**src/rtl/univ_shift_reg.sv**
```systemverilog
// Universal shift register with single-step and counted burst operation.
// Supports hold, shift left/right, arithmetic shift right, rotate left/right
// and parallel load, plus a busy/done handshake for bursts of N steps.
module univ_shift_reg #(
   parameter int unsigned      WIDTH     = 8,
   parameter logic [WIDTH-1:0] RESET_VAL = '0,
   localparam int unsigned     CNT_W     = $clog2(WIDTH + 1)
) (
   input  logic             clk,
   input  logic             rstn,
   input  logic [2:0]       mode_i,
   input  logic             en_i,
   input  logic             x_i,
   input  logic [WIDTH-1:0] load_i,
   input  logic             burst_i,
   input  logic [CNT_W-1:0] burst_len_i,
   output logic [WIDTH-1:0] sr_o,
   output logic             so_o,
   output logic             busy_o,
   output logic             done_o
);

   localparam logic [2:0] M_HOLD = 3'b000;
   localparam logic [2:0] M_SHL  = 3'b001;
   localparam logic [2:0] M_SHR  = 3'b010;
   localparam logic [2:0] M_ROL  = 3'b011;
   localparam logic [2:0] M_ROR  = 3'b100;
   localparam logic [2:0] M_LOAD = 3'b101;
   localparam logic [2:0] M_ASR  = 3'b110;

   typedef enum logic {
      S_IDLE  = 1'b0,
      S_BURST = 1'b1
   } state_e;

   state_e           state_q, state_d;
   logic [CNT_W-1:0] cnt_q, cnt_d;
   logic [2:0]       mode_q, mode_d;
   logic [WIDTH-1:0] sr_q, sr_d;
   logic             so_q, so_d;
   logic             done_q, done_d;
   logic [CNT_W-1:0] len_sat;

   // Only shift/rotate modes are meaningful as burst operations.
   function automatic logic is_shift_mode(input logic [2:0] mode);
      return (mode == M_SHL) || (mode == M_SHR) || (mode == M_ROL) ||
             (mode == M_ROR) || (mode == M_ASR);
   endfunction

   // Returns {so_next, sr_next}; so is left untouched by hold and load.
   function automatic logic [WIDTH:0] apply_op(input logic [2:0]       mode,
                                               input logic [WIDTH-1:0] sr,
                                               input logic             x,
                                               input logic [WIDTH-1:0] ld,
                                               input logic             so);
      logic [WIDTH:0] res;
      case (mode)
         M_SHL:   res = {sr[WIDTH-1], sr[WIDTH-2:0], x};
         M_SHR:   res = {sr[0], x, sr[WIDTH-1:1]};
         M_ROL:   res = {sr[WIDTH-1], sr[WIDTH-2:0], sr[WIDTH-1]};
         M_ROR:   res = {sr[0], sr[0], sr[WIDTH-1:1]};
         M_ASR:   res = {sr[0], sr[WIDTH-1], sr[WIDTH-1:1]};
         M_LOAD:  res = {so, ld};
         default: res = {so, sr};
      endcase
      return res;
   endfunction

   // Burst length requests beyond the register width clamp to WIDTH steps.
   always_comb begin
      len_sat = burst_len_i;
      if (burst_len_i > CNT_W'(WIDTH)) begin
         len_sat = CNT_W'(WIDTH);
      end
   end

   // Next-state logic: single steps and burst acceptance in IDLE, counted steps in BURST.
   always_comb begin
      state_d = state_q;
      cnt_d   = cnt_q;
      mode_d  = mode_q;
      sr_d    = sr_q;
      so_d    = so_q;
      done_d  = 1'b0;
      case (state_q)
         S_IDLE: begin
            if (burst_i) begin
               // Non-shift modes with burst_i are dropped, and they still mask en_i.
               if (is_shift_mode(mode_i)) begin
                  mode_d = mode_i;
                  cnt_d  = len_sat;
                  if (len_sat == '0) begin
                     done_d = 1'b1;
                  end else begin
                     state_d = S_BURST;
                  end
               end
            end else if (en_i) begin
               {so_d, sr_d} = apply_op(mode_i, sr_q, x_i, load_i, so_q);
            end
         end
         S_BURST: begin
            {so_d, sr_d} = apply_op(mode_q, sr_q, x_i, load_i, so_q);
            cnt_d        = cnt_q - CNT_W'(1);
            if (cnt_q == CNT_W'(1)) begin
               state_d = S_IDLE;
               done_d  = 1'b1;
            end
         end
         default: begin
            state_d = S_IDLE;
         end
      endcase
   end

   // State register with synchronous active-low reset; reset mid-burst aborts without done.
   always_ff @(posedge clk) begin
      if (!rstn) begin
         state_q <= S_IDLE;
         cnt_q   <= '0;
         mode_q  <= M_HOLD;
         sr_q    <= RESET_VAL;
         so_q    <= 1'b0;
         done_q  <= 1'b0;
      end else begin
         state_q <= state_d;
         cnt_q   <= cnt_d;
         mode_q  <= mode_d;
         sr_q    <= sr_d;
         so_q    <= so_d;
         done_q  <= done_d;
      end
   end

   assign sr_o   = sr_q;
   assign so_o   = so_q;
   assign busy_o = (state_q == S_BURST);
   assign done_o = done_q;

endmodule

```
**config.mk**
```make
export PLATFORM = sky130hd
export DESIGN_NAME = univ_shift_reg
export DESIGN_NICKNAME = d
export VERILOG_FILES = /design/src/rtl/univ_shift_reg.sv
export SDC_FILE = /design/constraint.sdc
export NUM_CORES = 1
export LEC_CHECK = 0
export BUFFER_PORTS_ARGS = -buffer_cell sky130_fd_sc_hd__buf_4
export CORE_ASPECT_RATIO = 1.2
export CORE_MARGIN = 4
export CORE_UTILIZATION = 30
export CTS_BUF_LIST = sky130_fd_sc_hd__clkbuf_2
export CTS_CLUSTER_SIZE = 28
export DETAILED_ROUTE_END_ITERATION = 8
export HOLD_SLACK_MARGIN = 0.05
export PLACE_DENSITY = 0.5
export SLEW_MARGIN = 20
export SYNTH_ARGS = -nofsm -noshare
export SYNTH_HDL_FRONTEND = slang
export SYNTH_SLANG_ARGS = --single-unit
export TNS_END_PERCENT = 20
```
**constraint.sdc**
```tcl
create_clock -name clk -period 4.15 [get_ports clk]
set_input_delay 0 -clock clk [delete_from_list [all_inputs] [get_ports clk]]
set_output_delay 0 -clock clk [all_outputs]
set_load 0.005 [all_outputs]
```
==> metrics.txt <==
outcome complete, no violations; crit path max fanout 28; post-synth cell types 54; Lkg Pwr slightly above 0.0007 µW; core region area 4900 µm²; slack of the critical path ~2.3 ns; setup violators final 0; root buffer cell clkbuf_2; FFs w/ async S/R, synth 0%; prevailing post-synth register cell dfxtp_1; Worst R2R Start busy_o; Die W around 73 µm; Req. time, crit path 4.38 ns; CP Class reg -> reg; setup TNS 0 ns; Combinational Power Share about a third; vias in the first global route around 1600; final wirelength 4.71 mm; Core Util, Final 36.5%; GR Util All Layers 15.3%; Net Sw Frac between 30% and 40%; first-pass GRT wire length approximately 7.7 mm; Cells after Synth a little under 200; max cap viols 0; Mapped Area about 1500 µm²; post-synth net total 220; nature of the critical path endpoint flop; fin. max-slew vios 0; Max VDD drop a little over 0.00009 V; die area ~6300 µm²; start point of the critical path busy_o; Final ANT Viol Nets 0; synthesized area per cell roughly 7.7 µm²; final hold vios 0; initial core utilization a little under a third; Post-Place Setup Slack around 2.4 ns; RSZ-0062 raised after global routing false; layout net count between 200 and 250; crit path time final approximately 1.9 ns; CP arrival approximately 2.1 ns; post-synthesis sequential area ratio a little under a quarter; CTS tree yes; grt ovf 0; power per cell area between 200 and 300 nW/µm²; Initial DRC Count ~130; drt drc 0; fmax between 500 and 600 MHz; Final Skew between 0.01 and 0.015 ns; Yosys reg bits 18; Clock Path Buffers 2; Synth top area share a little under a quarter; Yosys top cell by area dfxtp_1; Post-synth EDFFs 0; P_int about 280 µW; routed vias 1643; routed len/inst ~17 µm; initial antenna violation count 0; CTS resizes 0; largest net degree at the start of global routing 29; GP Congestion between 0.7 and 0.8; IO Port Bufs 30; synth cell count leaders dfxtp_1 (18), nand2_1 (17), nor2_1 (14), inv_1 (13), o21ai_0 (12); 1st-pass router iterations 4; Yosys warning count 0; HP Start mode_i[0]; vias per cell between 5 and 6; fraction of layout cells with a size suffix above 1 between 15 and 20%; fin crit share a little under half; Sink Count 18; HP Class in -> reg; Num CTS Buffers 3; Worst slew margin 64.7%; row count 28; crit start category flop; Diodes inserted 0; Detail Placement HPWL between 3 and 4 mm; Area contributors post-synth dfxtp_1 (24%), a221o_1 (5.9%), nand2_1 (4.2%), o21ai_0 (4.0%), nor2_1 (3.5%); clock power share 18.3%; net switching power figure ~170 µW; Die Ht 85.9 µm; Area Overhead vs Synth 17.7%; io pins 31; most frequent cell after synthesis dfxtp_1; H-tree levels 1; clk_lat worst skew 0.32 ns; Worst Tran Pin Value about 0.53 ns; share of power burned in registers around 47%; clock slew at reported path FFs around 0.21 ns
==> cell usage in the layout (no fill, tap or decap), drive strengths merged, types with 3 or more instances in the layout <==
| master | count |
|---|---|
| dfxtp | 18 |
| mux2i | 5 |
| nand2 | 17 |
| a21o | 5 |
| a221oi | 5 |
| dlygate4sd3 | 4 |
| inv | 13 |
| a41o | 3 |
| nor2 | 14 |
| nand3 | 5 |
| nor3 | 4 |
| a31oi | 4 |
| a32oi | 3 |
| nor2b | 4 |
| clkbuf | 3 |
| nand3b | 4 |
| a21oi | 8 |
| a221o | 9 |
| and3b | 4 |
| o21ai | 12 |
| buf | 31 |
| a22o | 5 |
==> path summary, 6_finish.rpt <==
check / end / slack (ns) / cells after the start
setup / recovery: sr_o[3] / 2.28 / 5
hold / removal: mode_q[0] / 0.07 / 3
setup reg to reg: sr_o[3] / 2.28 / 5
hold reg to reg: so_o / 0.49 / 2
==> worst max-delay path, stage by stage, from the launching register on <==
cell     delay [ns]
dfxtp_1        0.35
buf_4          0.22
nor3b_1        0.44
a32o_2         0.47
nor2_1         0.09
a41o_1         0.21
==> logic make-up after synthesis <==
logic type      share of synthesized area, %
mux                                     3.30
fa+ha+maj                               1.65
simple gates                            22.7
compound gates                          38.7
buf+inv                                 9.88
flops                                   23.7
==> state kept, by name (all words and copies together), names as in the netlist <==
register	flops
mode_q	3
busy_o	1
sr_o	8
done_o	1
so_o	1
cnt_q	4
==> power groups by stage <==
stage          sequential [µW]  clock, µW  combinational [µW]
2_1_floorplan              201          0                 115
3_3_place_gp               215          0                 157
3_5_place_dp               215          0                 155
4_1_cts                    211       90.5                 160
5_1_grt                    215       98.3                 176
6_report                   211       83.1                 159
==> per-stage QoR <==
| step | cells | area [µm²] | hold slack (ns) | power (µW) |
|---|---|---|---|---|
| floorplan | 198 | 1520 | 0.150 | 316 |
| finish | 278 | 1790 | 0.0723 | 453 |
| detailed placement | 270 | 1730 | 0.326 | 370 |
| CTS | 278 | 1790 | 0.0543 | 461 |
| global placement | 270 | 1730 | 0.326 | 372 |
| global route | 278 | 1790 | 0.0605 | 489 |
==> metal layers <==
layer | part of all wire (%) | vias to the layer above | GRT usage (%)
li1 | - | 797 | -
met1 | 42 | 786 | 19.8
met2 | 52 | 58 | 26.5
met3 | 5.9 | 2 | 1.52
met4 | 0.36 | 0 | 4.36
met5 | 0 | - | 0
==> area by class of cell <==
cell class              instances  area (µm²)
clock buffers                   3        15.0
inverters                      14        52.6
flip-flops and latches         18         360
multi-input cells             147        1010
fillers                       530        3120
clock inverters                 1        3.75
well taps                      60        75.1
repair buffers                 35         273
==> timing repair <==
| action | in CTS | in global routing |
|---|---|---|
| setup buffers | 0 | 0 |
| hold buffers | 4 | 0 |
| endpoints found under the hold margin | 12 | 0 |
Note: power is estimated with default switching activity, not from simulation.
